`config.mk`:
```
export PLATFORM = sky130hd
export DESIGN_NAME = channel_deserializer
export DESIGN_NICKNAME = d
export VERILOG_FILES = /design/src/rtl/channel_deserializer_pkg.sv /design/src/rtl/channel_deserializer_gap_timer.sv /design/src/rtl/channel_deserializer.sv
export SDC_FILE = /design/constraint.sdc
export NUM_CORES = 1
export LEC_CHECK = 0
export CAP_MARGIN = 20
export CORE_UTILIZATION = 49
export DETAILED_ROUTE_END_ITERATION = 6
export PLACE_DENSITY = 0.84
export SYNTH_ARGS = -nofsm -noshare
export SYNTH_HDL_FRONTEND = slang
export SYNTH_SLANG_ARGS = --single-unit
```
`constraint.sdc`:
```
create_clock -name clk -period 1.9 [get_ports clk]
set_input_delay 0.38 -clock clk [delete_from_list [all_inputs] [get_ports clk]]
set_output_delay 0.38 -clock clk [all_outputs]
set_load 0.01 [all_outputs]
```
`src/rtl/channel_deserializer_pkg.sv`:
```
// Shared definitions for the channel deserializer: byte width, channel-count
// width and the FSM state type.
package channel_deserializer_pkg;

    localparam int unsigned BYTE_W = 8;
    localparam int unsigned CNT_W  = 6;

    typedef enum logic {
        ST_IDLE    = 1'b0,
        ST_COLLECT = 1'b1
    } state_t;

endpackage

```
`src/rtl/channel_deserializer_gap_timer.sv`:
```
// Inter-byte gap timer: counts idle cycles inside a frame, saturates at
// TIMEOUT and flags when the next idle cycle would reach TIMEOUT.
module channel_deserializer_gap_timer #(
    parameter int unsigned TIMEOUT = 32
) (
    input  logic clk,
    input  logic rst,
    input  logic clear,
    input  logic inc,
    output logic expiring
);

    localparam int unsigned      GAP_W    = $clog2(TIMEOUT + 1);
    localparam logic [GAP_W-1:0] GAP_MAX  = GAP_W'(TIMEOUT);
    localparam logic [GAP_W-1:0] GAP_LAST = GAP_W'(TIMEOUT - 1);

    logic [GAP_W-1:0] gap_q;

    // Registered-only flag so the FSM can use it without a combinational loop.
    assign expiring = (gap_q >= GAP_LAST);

    // Gap counter: clear has priority, otherwise saturating increment.
    always_ff @(posedge clk) begin
        if (rst || clear) begin
            gap_q <= '0;
        end else if (inc && (gap_q != GAP_MAX)) begin
            gap_q <= gap_q + 1'b1;
        end
    end

endmodule

```
`src/rtl/channel_deserializer.sv`:
```
// Rebuilds NCH-channel parallel frames from a byte stream. Emits each
// completed frame with a one-cycle valid pulse and drops partial frames
// with an error pulse when the inter-byte gap reaches TIMEOUT.
module channel_deserializer
    import channel_deserializer_pkg::*;
#(
    parameter int unsigned NCH     = 16,
    parameter int unsigned TIMEOUT = 32
) (
    input  logic                  clk,
    input  logic                  rst,
    input  logic [BYTE_W-1:0]     din,
    input  logic                  din_valid,
    output logic [NCH*BYTE_W-1:0] frame_out,
    output logic                  frame_valid,
    output logic                  frame_err,
    output logic [CNT_W-1:0]      byte_cnt
);

    localparam logic [CNT_W-1:0] LAST_IDX = CNT_W'(NCH - 1);

    state_t                  state_q;
    state_t                  state_d;
    logic [CNT_W-1:0]        cnt_d;
    logic [BYTE_W-1:0]       lanes_q [NCH];
    logic [BYTE_W-1:0]       lanes_d [NCH];
    logic [NCH*BYTE_W-1:0]   frame_d;
    logic                    valid_d;
    logic                    err_d;
    logic                    gap_inc;
    logic                    gap_clear;
    logic                    gap_expiring;

    channel_deserializer_gap_timer #(
        .TIMEOUT (TIMEOUT)
    ) u_gap_timer (
        .clk      (clk),
        .rst      (rst),
        .clear    (gap_clear),
        .inc      (gap_inc),
        .expiring (gap_expiring)
    );

    // Next-state, lane-write and output-pulse logic.
    always_comb begin
        state_d   = state_q;
        cnt_d     = byte_cnt;
        lanes_d   = lanes_q;
        frame_d   = frame_out;
        valid_d   = 1'b0;
        err_d     = 1'b0;
        gap_inc   = 1'b0;
        gap_clear = 1'b1;

        case (state_q)
            ST_IDLE: begin
                if (din_valid) begin
                    lanes_d[0] = din;
                    cnt_d      = CNT_W'(1);
                    state_d    = ST_COLLECT;
                end
            end

            ST_COLLECT: begin
                if (din_valid) begin
                    for (int unsigned k = 0; k < NCH; k++) begin
                        if (byte_cnt == CNT_W'(k)) begin
                            lanes_d[k] = din;
                        end
                    end
                    if (byte_cnt == LAST_IDX) begin
                        for (int unsigned k = 0; k < NCH; k++) begin
                            frame_d[k*BYTE_W +: BYTE_W] = lanes_d[k];
                        end
                        valid_d = 1'b1;
                        cnt_d   = '0;
                        state_d = ST_IDLE;
                    end else begin
                        cnt_d = byte_cnt + 1'b1;
                    end
                end else begin
                    gap_inc   = 1'b1;
                    gap_clear = 1'b0;
                    // This idle cycle is the TIMEOUT-th: drop the partial frame.
                    if (gap_expiring) begin
                        err_d     = 1'b1;
                        cnt_d     = '0;
                        state_d   = ST_IDLE;
                        gap_clear = 1'b1;
                    end
                end
            end

            default: begin
                state_d = ST_IDLE;
                cnt_d   = '0;
            end
        endcase
    end

    // State, lane buffer and output registers.
    always_ff @(posedge clk) begin
        if (rst) begin
            state_q     <= ST_IDLE;
            byte_cnt    <= '0;
            frame_out   <= '0;
            frame_valid <= 1'b0;
            frame_err   <= 1'b0;
            for (int unsigned k = 0; k < NCH; k++) begin
                lanes_q[k] <= '0;
            end
        end else begin
            state_q     <= state_d;
            byte_cnt    <= cnt_d;
            frame_out   <= frame_d;
            frame_valid <= valid_d;
            frame_err   <= err_d;
            lanes_q     <= lanes_d;
        end
    end

endmodule

```
==> results of run 1 <==
## per-layer routing
metal | up-vias | GRT usage | share of wire | wire (µm)
li1 | 4554 | - | - | -
met1 | 4544 | 0.3329 | 0.43 | 12160
met2 | 346 | 0.4257 | 0.48 | 13770
met3 | 58 | 0.04024 | 0.068 | 1957
met4 | 0 | 0.09848 | 0.025 | 722
met5 | - | 0 | 0 | 0
## timing repair
item                                    CTS  global route
cloned                                    0             0
gates resized for setup                  12             4
endpoints found under the setup margin    7             6
hold buffers                              0             0
## final timing paths
check,from,end
max,byte_cnt[1],frame_out[22]
min,rst,state_q
max reg2reg,byte_cnt[1],frame_out[22]
min reg2reg,frame_out[126],frame_out[126]
## where the power goes
group          internal, mW  total (mW)  switching (mW)
logic                 0.145       0.486           0.341
registers              5.53        5.54          0.0143
clock network          3.20        5.30            2.10
total                  8.88        11.3            2.45
## flip-flops by register name (all words and copies together), names as in the netlist
register and count:
byte_cnt 6, frame_err 1, frame_out 128, frame_valid 1
lanes_q 120, state_q 1, u_gap_timer.gap_q 6
## layout make-up
| cell class | instances | share of cell area |
|---|---|---|
| Sequential cell | 263 | 0.3860 |
| Timing Repair Buffer | 206 | 0.1576 |
| Clock inverter | 7 | 0.006590 |
| Tap cell | 275 | 0.02517 |
| Inverter | 6 | 0.001648 |
| Clock buffer | 39 | 0.05931 |
| Multi-Input combinational cell | 848 | 0.3637 |
## cell families (layout without fill, tap and decap cells)
logic type,after synthesis,count (layout),share of synthesized area
AND/OR/NAND/NOR,570,570,0.2240
buffers and inverters,126,258,0.04856
XOR/XNOR,3,3,0.002452
multiplexers,121,121,0.1130
AO/OA/AOI/OAI,148,148,0.1138
adder cells (fa/ha/maj),6,6,0.007003
flip-flops,263,263,0.4912
## cells in the mapped netlist (3+ instances only)
| cell | count |
|---|---|
| sky130_fd_sc_hd__dfxtp_1 | 263 |
| sky130_fd_sc_hd__nor2_1 | 244 |
| sky130_fd_sc_hd__nand2_1 | 170 |
| sky130_fd_sc_hd__nand3_1 | 136 |
| sky130_fd_sc_hd__mux2i_1 | 121 |
| sky130_fd_sc_hd__a311oi_1 | 120 |
| sky130_fd_sc_hd__clkbuf_1 | 82 |
| sky130_fd_sc_hd__buf_2 | 34 |
| sky130_fd_sc_hd__a21oi_1 | 17 |
| sky130_fd_sc_hd__ha_1 | 6 |
| sky130_fd_sc_hd__inv_1 | 5 |
| sky130_fd_sc_hd__nand3_2 | 3 |
| sky130_fd_sc_hd__nor3_1 | 3 |
==> Flow_metrics.wiki, run 1 <==
{| class="wikitable"
! Metric !! Value
|-
| Status || finished clean
|-
| Minimum setup slack among reg-to-reg paths || 0.03 ns
|-
| Setup bufs post-CTS || 0
|-
| Global-route wire length before repair || 46,260 µm
|-
| Count of routing violations after the opening detailed-route iteration || 700
|-
| Worst IR Drop VDD || 615.7 µV
|-
| Multi-input combinational cell area || 4971 µm²
|-
| Antenna diode count || 0
|-
| Cell family with most CP delay || simple AND/OR/NAND/NOR gates
|-
| Fin Clk Skew || 0.006617 ns
|-
| First-pass DRT Iterations || 5
|-
| Power Dens Cells || 828.9 nW/µm²
|-
| Crit path depth || 5
|-
| Synthesis-to-finish area growth || 27.52%
|-
| Number of clock sinks || 263
|-
| Clock transition at the register clock pins on the worst setup and hold paths after CTS || 0.06 ns
|-
| All-Layer GR Usage || 0.2562
|-
| Area of the die || 22,470 µm²
|-
| Number of placed instances, taps included || 1,598
|-
| RSZ-0062 raised after global routing || true
|-
| Most frequent standard cell in the layout excluding fill and tap cells || sky130_fd_sc_hd__dfxtp_1
|-
| Transition time at the pin with the least slew margin || 0.5184 ns
|-
| Cells taking the most area after synthesis || sky130_fd_sc_hd__dfxtp_1, sky130_fd_sc_hd__mux2i_1, sky130_fd_sc_hd__a311oi_1
|-
| Number of H-tree levels || 1
|-
| Cell leakage power || 5.278 nW
|-
| Final instance area || 13,670 µm²
|-
| Synth async-reset ratio || 0
|-
| Die height || 149.9 µm
|-
| Count of input and output buffers || 146
|-
| Starting density of the core || 0.5051
|-
| Core Rows || 53
|-
| Sum of internal, switching and leakage power || 11.33 mW
|-
| Worst-path cell with the longest stage delay || sky130_fd_sc_hd__dfxtp_2
|-
| Series of cell instances along the critical path || ha_1, and3_4, buf_12, nor2_1, a311oi_1
|-
| Final hold violations || 0
|-
| Commonest cells after routing, fill and taps aside || sky130_fd_sc_hd__dfxtp_1, sky130_fd_sc_hd__nor2_1, sky130_fd_sc_hd__nand2_1
|-
| Via Count || 9,502
|-
| # nets final || 1,368
|-
| Wire length after detailed routing || 28,620 µm
|-
| Number of enable flip-flop cells after synthesis || 0
|-
| Count of pins on the block boundary || 147
|-
| Setup slack of the critical path after layout || 0.03045 ns
|-
| Part of the Yosys area used for sequential elements || 0.4912
|-
| Register bit total from synthesis || 263
|-
| Crit path required time || 2.30 ns
|-
| CP arrival || 2.27 ns
|-
| Top FF cell, synth || sky130_fd_sc_hd__dfxtp_1
|-
| Worst slew slack as a fraction of its limit || 0.6544
|-
| Worst setup timing slack at the placement stage || -0.2152 ns
|-
| Setup-violating endpoint count in the final report || 0
|-
| Worst hold-check path type || primary input to flop
|-
| Final design utilization || 0.6442
|-
| Type of the worst setup path || flop to flop
|-
| Critical path launch point type || flop
|-
| Number of global-route vias before repair || 9,032
|-
| Clock latency on the worst-skew pair || 0.52 ns
|-
| Peak fanout along the critical path || 60
|-
| Filler cell count in the final layout || 1,694
|-
| Total negative slack || 0 ns
|-
| Maximum number of pins on one net before global-route repair || 119
|-
| Final worst path period need || 1.870 ns
|-
| HPWL Detailed || 17,250 µm
|-
| CTS tree || built
|-
| CTS buffer count || 26
|-
| Maximum achievable frequency || 0.5349 GHz
|-
| Vias per inst || 5.780
|-
| Total buffers and inverters traversed by the critical path || 1
|-
| Post-synth net total || 1,254
|-
| Tcrit/Tclk final || 0.9840
|-
| Post-Syn Instances || 1,237
|-
| Average wire length per cell after detail routing || 17.41 µm
|-
| Layout Cells excl Fill || 1,644
|-
| Critical Path Max Stage Delay || 0.41 ns
|-
| Final ANT Viol Nets || 0
|-
| Warnings from Yosys || 0
|-
| Hold slack final || 0.07873 ns
|-
| Post-synth design cell area || 10,720 µm²
|-
| Initial antenna violation count || 0
|-
| Number of library cell types mapped by synthesis || 38
|-
| Core footprint || 21,220 µm²
|-
| Routability Congestion || 0.8344
|-
| Leading area contributor after synthesis || sky130_fd_sc_hd__dfxtp_1
|-
| Placed Area || 12,750 µm²
|-
| Drc violations || 0
|-
| Number of max-slew violations in the final report || 0
|-
| Number of cell instances on the worst register-to-register path || 5
|-
| Sequential cell area || 5276 µm²
|-
| Worst setup EP type || flop
|-
| X dimension of the die || 149.9 µm
|-
| Post-synthesis average cell area || 8.665 µm²
|-
| Buffer depth of the longest clock path || 3
|-
| Total grt overflow || 0
|-
| Layout cell share with drive strength beyond 1 || 0.08692
|-
| Max Cap Violations || 0
|-
| Clock Tree Root || sky130_fd_sc_hd__clkbuf_16
|-
| Area share of the largest cell type after synthesis || 0.4912
|-
| Number of cells on the worst hold path || 2
|}
Note: power is estimated with default switching activity, not from simulation.
==> run 2: changes to the inputs <==
Settings changed: SETUP_SLACK_MARGIN from default to 0.02.
==> Flow_metrics.wiki, run 2 (same netlist as run 1, synthesis figures left out) <==
{| class="wikitable"
! Metric !! Value
|-
| Starting density of the core || 0.5051 (unchanged)
|-
| Wire length after detailed routing || 28,600 µm (about the same)
|-
| Terminating pin of the worst hold path || state_q
|-
| Launch point of the worst reg-to-reg path || byte_cnt[1]
|-
| CTS tree || built
|-
| Cell family with most CP delay || simple AND/OR/NAND/NOR gates
|-
| Final worst path period need || 1.861 ns (-0.008285 ns)
|-
| Worst hold-check path type || primary input to flop
|-
| Drc violations || 0 (unchanged)
|-
| Commonest cells after routing, fill and taps aside || sky130_fd_sc_hd__dfxtp_1, sky130_fd_sc_hd__nor2_1, sky130_fd_sc_hd__nand2_1
|-
| Wire length the detailed router placed on met1 || 12,070 µm (-0.76%)
|-
| Buffer depth of the longest clock path || 3 (unchanged)
|-
| Area of the die || 22,470 µm² (unchanged)
|-
| Critical Path Max Stage Delay || 0.41 ns (about the same)
|-
| Average wire length per cell after detail routing || 17.39 µm (about the same)
|-
| Setup-violating endpoint count in the final report || 0 (unchanged)
|-
| Worst setup EP type || flop
|-
| Number of H-tree levels || 1 (unchanged)
|-
| Core footprint || 21,220 µm² (unchanged)
|-
| Type of the worst setup path || flop to flop
|-
| Final instance area || 13,680 µm² (about the same)
|-
| Number of cell instances on the worst register-to-register path || 5 (unchanged)
|-
| Most frequent standard cell in the layout excluding fill and tap cells || sky130_fd_sc_hd__dfxtp_1
|-
| Timing startpoint of the critical path || byte_cnt[1]
|-
| RSZ-0062 raised after global routing || true
|-
| Tcrit/Tclk final || 0.9796 (-0.004360)
|-
| Origin of the worst min-delay path || rst
|-
| Power Dens Cells || 828.9 nW/µm² (about the same)
|-
| CP arrival || 2.26 ns (about the same)
|-
| All-Layer GR Usage || 0.2562 (unchanged)
|-
| Number of max-slew violations in the final report || 0 (unchanged)
|-
| Cell leakage power || 5.353 nW (+1.4%)
|-
| Number of global-route vias before repair || 9,032 (unchanged)
|-
| Initial antenna violation count || 0 (unchanged)
|-
| Critical path launch point type || flop
|-
| Worst setup timing slack at the placement stage || -0.2152 ns (unchanged)
|-
| Crit path required time || 2.30 ns (about the same)
|-
| Routability Congestion || 0.8344 (unchanged)
|-
| Vias per inst || 5.789 (+0.16%)
|-
| CTS buffer count || 26 (unchanged)
|-
| Synthesis-to-finish area growth || 27.62% (about the same)
|-
| Core Rows || 53 (unchanged)
|-
| Worst r2r dst || frame_out[22]
|-
| Worst slew slack as a fraction of its limit || 0.6513 (-0.003163)
|-
| First-pass DRT Iterations || 5 (unchanged)
|-
| Max FFs per register || 128 (unchanged)
|-
| Status || finished clean
|-
| Final hold violations || 0 (unchanged)
|-
| Total buffers and inverters traversed by the critical path || 1 (unchanged)
|-
| Maximum number of pins on one net before global-route repair || 119 (unchanged)
|-
| Global-route wire length before repair || 46,260 µm (unchanged)
|-
| # nets final || 1,368 (unchanged)
|-
| Minimum setup slack among reg-to-reg paths || 0.04 ns (about the same)
|-
| Placed Area || 12,750 µm² (unchanged)
|-
| Layout cell share with drive strength beyond 1 || 0.08692 (unchanged)
|-
| Antenna diode count || 0 (unchanged)
|-
| Detailed-routed wire length on met3 || 2049 µm (+4.7%)
|-
| X dimension of the die || 149.9 µm (unchanged)
|-
| Total negative slack || 0 ns (unchanged)
|-
| Count of routing violations after the opening detailed-route iteration || 676 (-3.4%)
|-
| Series of cell instances along the critical path || ha_1, and3_4, buf_12, nor2_1, a311oi_1
|-
| Largest register by flop count || frame_out
|-
| Setup slack of the critical path after layout || 0.03873 ns (+0.008285 ns)
|-
| Final design utilization || 0.6446 (about the same)
|-
| Count of pins on the block boundary || 147 (unchanged)
|-
| Final ANT Viol Nets || 0 (unchanged)
|-
| Fin Clk Skew || 0.01018 ns (+0.003558 ns)
|-
| Number of cells on the worst hold path || 2 (unchanged)
|-
| Layout Cells excl Fill || 1,644 (unchanged)
|-
| HPWL Detailed || 17,250 µm (unchanged)
|-
| Highest routed layer || met4
|-
| Number of clock sinks || 263 (unchanged)
|-
| Sum of internal, switching and leakage power || 11.34 mW (about the same)
|-
| Hold slack final || 0.07930 ns (+0.0005666 ns)
|-
| Worst IR Drop VDD || 620.5 µV (+0.77%)
|-
| Max Cap Violations || 0 (unchanged)
|-
| Count of input and output buffers || 146 (unchanged)
|-
| Peak fanout along the critical path || 60 (unchanged)
|-
| Registers with the most flip-flops || frame_out (128), lanes_q (120)
|-
| Number of hold-repair buffers added at the cts stage || 0 (unchanged)
|-
| Total grt overflow || 0 (unchanged)
|-
| Transition time at the pin with the least slew margin || 0.5231 ns (+0.004744 ns)
|-
| Via Count || 9,517 (+0.16%)
|-
| Worst-path cell with the longest stage delay || sky130_fd_sc_hd__dfxtp_2
|-
| Number of placed instances, taps included || 1,598 (unchanged)
|-
| Die height || 149.9 µm (unchanged)
|-
| Clock transition at the register clock pins on the worst setup and hold paths after CTS || 0.06 ns (about the same)
|-
| Met2 wire length || 13,640 µm (-0.97%)
|-
| Clock latency on the worst-skew pair || 0.52 ns (about the same)
|-
| Maximum achievable frequency || 0.5373 GHz (+0.45%)
|-
| Clock Tree Root || sky130_fd_sc_hd__clkbuf_16
|}
==> run 2: cell count changes in the layout (fill, tap and decap cells not counted) <==
cell / before / now
sky130_fd_sc_hd__dlymetal6s2s_1: 3 / 7
sky130_fd_sc_hd__clkdlybuf4s50_1: 135 / 131
==> run 2: layout make-up <==
cell class / count / area [µm²]
fill: 1690 / 7541
tap: 275 / 344.1
clock buffer: 39 / 810.8
sequential: 263 / 5276
multi-input combinational: 848 / 4971
clock inverter: 7 / 90.09
inverter: 6 / 22.52
timing repair buffer: 206 / 2165
==> run 2: worst max path at each step <==
stage | endpoint | cells after the start
finish | frame_out[22] | 5
global route | frame_out[22] | 5
CTS | byte_cnt[1] | 1
detailed placement | frame_out[22] | 6
global placement | frame_out[29] | 6
floorplan | lanes_q[103] | 6
==> run 2: what timing repair did <==
| action | CTS | global route |
|---|---|---|
| gates cloned | 0 | 0 |
| gates resized for setup | 12 | 8 |
| buffers inserted | 0 | 0 |
| pin swaps | 0 | 0 |
| endpoints found under the setup margin | 7 | 17 |
| hold endpoints to repair | 0 | 0 |
==> run 2: metal layers <==
metal  up-vias  track usage
li1       4554            -
met1      4525       0.3329
met2       374       0.4257
met3        64      0.04024
met4         0      0.09848
met5         -            0
==> run 2: report_power, final <==
part           switching [mW]  internal, mW  total (mW)  leakage (nW)
sequential             0.0142          5.53        5.54          2.12
clock                    2.11          3.20        5.31         0.441
combinational           0.342         0.145       0.487          2.79
total                    2.46          8.88        11.3          5.35
==> run 3: changes to the inputs <==
Settings changed: GPL_TIMING_DRIVEN from default to 0.
==> Flow_metrics.wiki, run 3 (same netlist as run 1, synthesis figures left out) <==
{| class="wikitable"
! Metric !! Value
|-
| HPWL Detailed || 23,370 µm (+35%)
|-
| Wire length after detailed routing || 37,470 µm (+31%)
|-
| Crit path required time || 2.31 ns (about the same)
|-
| # nets final || 1,446 (+5.7%)
|-
| Critical path launch point type || primary input
|-
| Clock Tree Root || sky130_fd_sc_hd__clkbuf_16
|-
| Routability Congestion || 0.9173 (+9.9%)
|-
| Max Cap Violations || 0 (unchanged)
|-
| CTS tree || built
|-
| Total grt overflow || 0 (unchanged)
|-
| Worst r2r dst || frame_out[14]
|-
| Power Dens Cells || 771.9 nW/µm² (-6.9%)
|-
| Launch point of the worst reg-to-reg path || byte_cnt[1]
|-
| CTS buffer count || 26 (unchanged)
|-
| Type of the worst setup path || primary input to flop
|-
| Final hold violations || 0 (unchanged)
|-
| Total negative slack || -0.4088 ns (-0.4088 ns)
|-
| Commonest cells after routing, fill and taps aside || sky130_fd_sc_hd__dfxtp_1, sky130_fd_sc_hd__nor2_1, sky130_fd_sc_hd__nand2_1
|-
| RSZ-0062 raised after global routing || true
|-
| Worst slew slack as a fraction of its limit || 0.2583 (-0.3930)
|-
| Terminating pin of the worst hold path || byte_cnt[0]
|-
| X dimension of the die || 149.9 µm (unchanged)
|-
| Count of routing violations after the opening detailed-route iteration || 1,395 (+110%)
|-
| Clock transition at the register clock pins on the worst setup and hold paths after CTS || 0.06 ns (about the same)
|-
| Buffer depth of the longest clock path || 3 (unchanged)
|-
| Number of global-route vias before repair || 10.02k (+11%)
|-
| Number of placed instances, taps included || 1,657 (+3.7%)
|-
| Largest register by flop count || frame_out
|-
| Maximum number of pins on one net before global-route repair || 14 (-88%)
|-
| Count of input and output buffers || 145 (-0.68%)
|-
| Max FFs per register || 128 (unchanged)
|-
| Minimum setup slack among reg-to-reg paths || -0.05 ns (-0.09 ns)
|-
| Multi-input combinational cell area || 5211 µm² (+4.8%)
|-
| Worst IR Drop VDD || 564.8 µV (-9.0%)
|-
| Placed Area || 12,510 µm² (-1.8%)
|-
| First-pass DRT Iterations || 7 (+2)
|-
| Initial antenna violation count || 1 (+1)
|-
| Final instance area || 14,130 µm² (+3.3%)
|-
| Average wire length per cell after detail routing || 21.80 µm (+25%)
|-
| Sum of internal, switching and leakage power || 10.91 mW (-3.8%)
|-
| Number of cells on the worst hold path || 3 (+1)
|-
| Registers with the most flip-flops || frame_out (128), lanes_q (120)
|-
| Vias per inst || 6.267 (+8.3%)
|-
| Antenna diode count || 0 (unchanged)
|-
| Worst hold-check path type || primary input to flop
|-
| Global-route wire length before repair || 54,530 µm (+18%)
|-
| Count of pins on the block boundary || 147 (unchanged)
|-
| Clock latency on the worst-skew pair || 0.53 ns (about the same)
|-
| Maximum achievable frequency || 0.4997 GHz (-7.0%)
|-
| Tcrit/Tclk final || 1.053 (+0.07366)
|-
| Final worst path period need || 2.001 ns (+0.1399 ns)
|-
| Layout Cells excl Fill || 1,719 (+4.6%)
|-
| Core Rows || 53 (unchanged)
|-
| Number of cell instances on the worst register-to-register path || 5 (unchanged)
|-
| Core footprint || 21,220 µm² (unchanged)
|-
| Setup slack of the critical path after layout || -0.1012 ns (-0.1399 ns)
|-
| Fin Clk Skew || 0.01348 ns (+0.003302 ns)
|-
| Die height || 149.9 µm (unchanged)
|-
| Origin of the worst min-delay path || din_valid
|-
| Status || complete, but fails checks
|-
| Setup-violating endpoint count in the final report || 9 (+9)
|-
| Number of clock sinks || 263 (unchanged)
|-
| Layout cell share with drive strength beyond 1 || 0.1101 (+0.02319)
|-
| Area of the die || 22,470 µm² (unchanged)
|-
| Starting density of the core || 0.5051 (unchanged)
|-
| Filler cell count in the final layout || 1,535 (-9.2%)
|-
| Transition time at the pin with the least slew margin || 1.113 ns (+0.5894 ns)
|-
| Number of max-slew violations in the final report || 0 (unchanged)
|-
| Sequential cell area || 5279 µm² (about the same)
|-
| Number of H-tree levels || 1 (unchanged)
|-
| All-Layer GR Usage || 0.3167 (+0.06050)
|-
| Synthesis-to-finish area growth || 31.86%
|-
| Via Count || 10.77k (+13%)
|-
| Drc violations || 0 (unchanged)
|-
| Final ANT Viol Nets || 0 (unchanged)
|-
| Most frequent standard cell in the layout excluding fill and tap cells || sky130_fd_sc_hd__dfxtp_1
|-
| Failing checks || setup timing
|-
| CP arrival || 2.41 ns (+0.15 ns)
|-
| Worst setup EP type || flop
|-
| Peak fanout along the critical path || 10 (-83%)
|-
| Cell leakage power || 5.572 nW (+4.1%)
|}
## run 3: final cells by class
class,count,share of cell area
inverter,6,0.001593
clock inverter,2,0.0008853
timing repair buffer,166,0.1257
multi-input combinational,848,0.3687
sequential,263,0.3735
tap,275,0.02434
clock buffer,41,0.05365
buffer,118,0.05161
## run 3: metal layers
metal / up-vias / GRT usage / wire length [µm]
met5: - / 0 / 0
met2: 830 / 0.4907 / 16500
met1: 4987 / 0.4002 / 13680
li1: 4724 / - / -
met3: 232 / 0.06707 / 4623
met4: 0 / 0.2000 / 2665
## run 3: worst max-delay path by stage
stage / end / startpoint
after floorplan: lanes_q[103] / byte_cnt[0]
after global placement: frame_out[30] / din_valid
after detailed placement: lanes_q[94] / din_valid
after CTS: lanes_q[94] / din_valid
after global routing: frame_out[9] / byte_cnt[4]
final: frame_out[68] / din[4]
## run 3: timing repair
action                                  CTS  global route
endpoints found under the setup margin  257           247
resized for setup                       111            79
hold buffers                              0             0
setup buffers                            10             4
cloned                                    2             5
pin swaps                                19            22
## run 3: power breakdown
part           switching [mW]  internal (mW)  total (mW)
registers              0.0172           5.53        5.55
clock network            2.09           2.71        4.80
logic                   0.446          0.120       0.566
## run 3: critical path: stages
cell and delay, ns:
sky130_fd_sc_hd__clkdlybuf4s50_1 0.62, sky130_fd_sc_hd__clkbuf_1 0.83, sky130_fd_sc_hd__nand3_1 0.20, sky130_fd_sc_hd__a311oi_1 0.37
## run 3: per-stage QoR
stage / utilization / hold WS (ns) / worst slack, ns
floorplan: - / 0.4350 / 0.05966
global placement: 0.5897 / 0.4416 / -0.7892
detailed placement: 0.5897 / 0.4496 / -0.8025
CTS: 0.6495 / 0.3989 / 0.003571
global route: 0.6660 / 0.3024 / -0.1100
finish: 0.6660 / 0.3174 / -0.1012
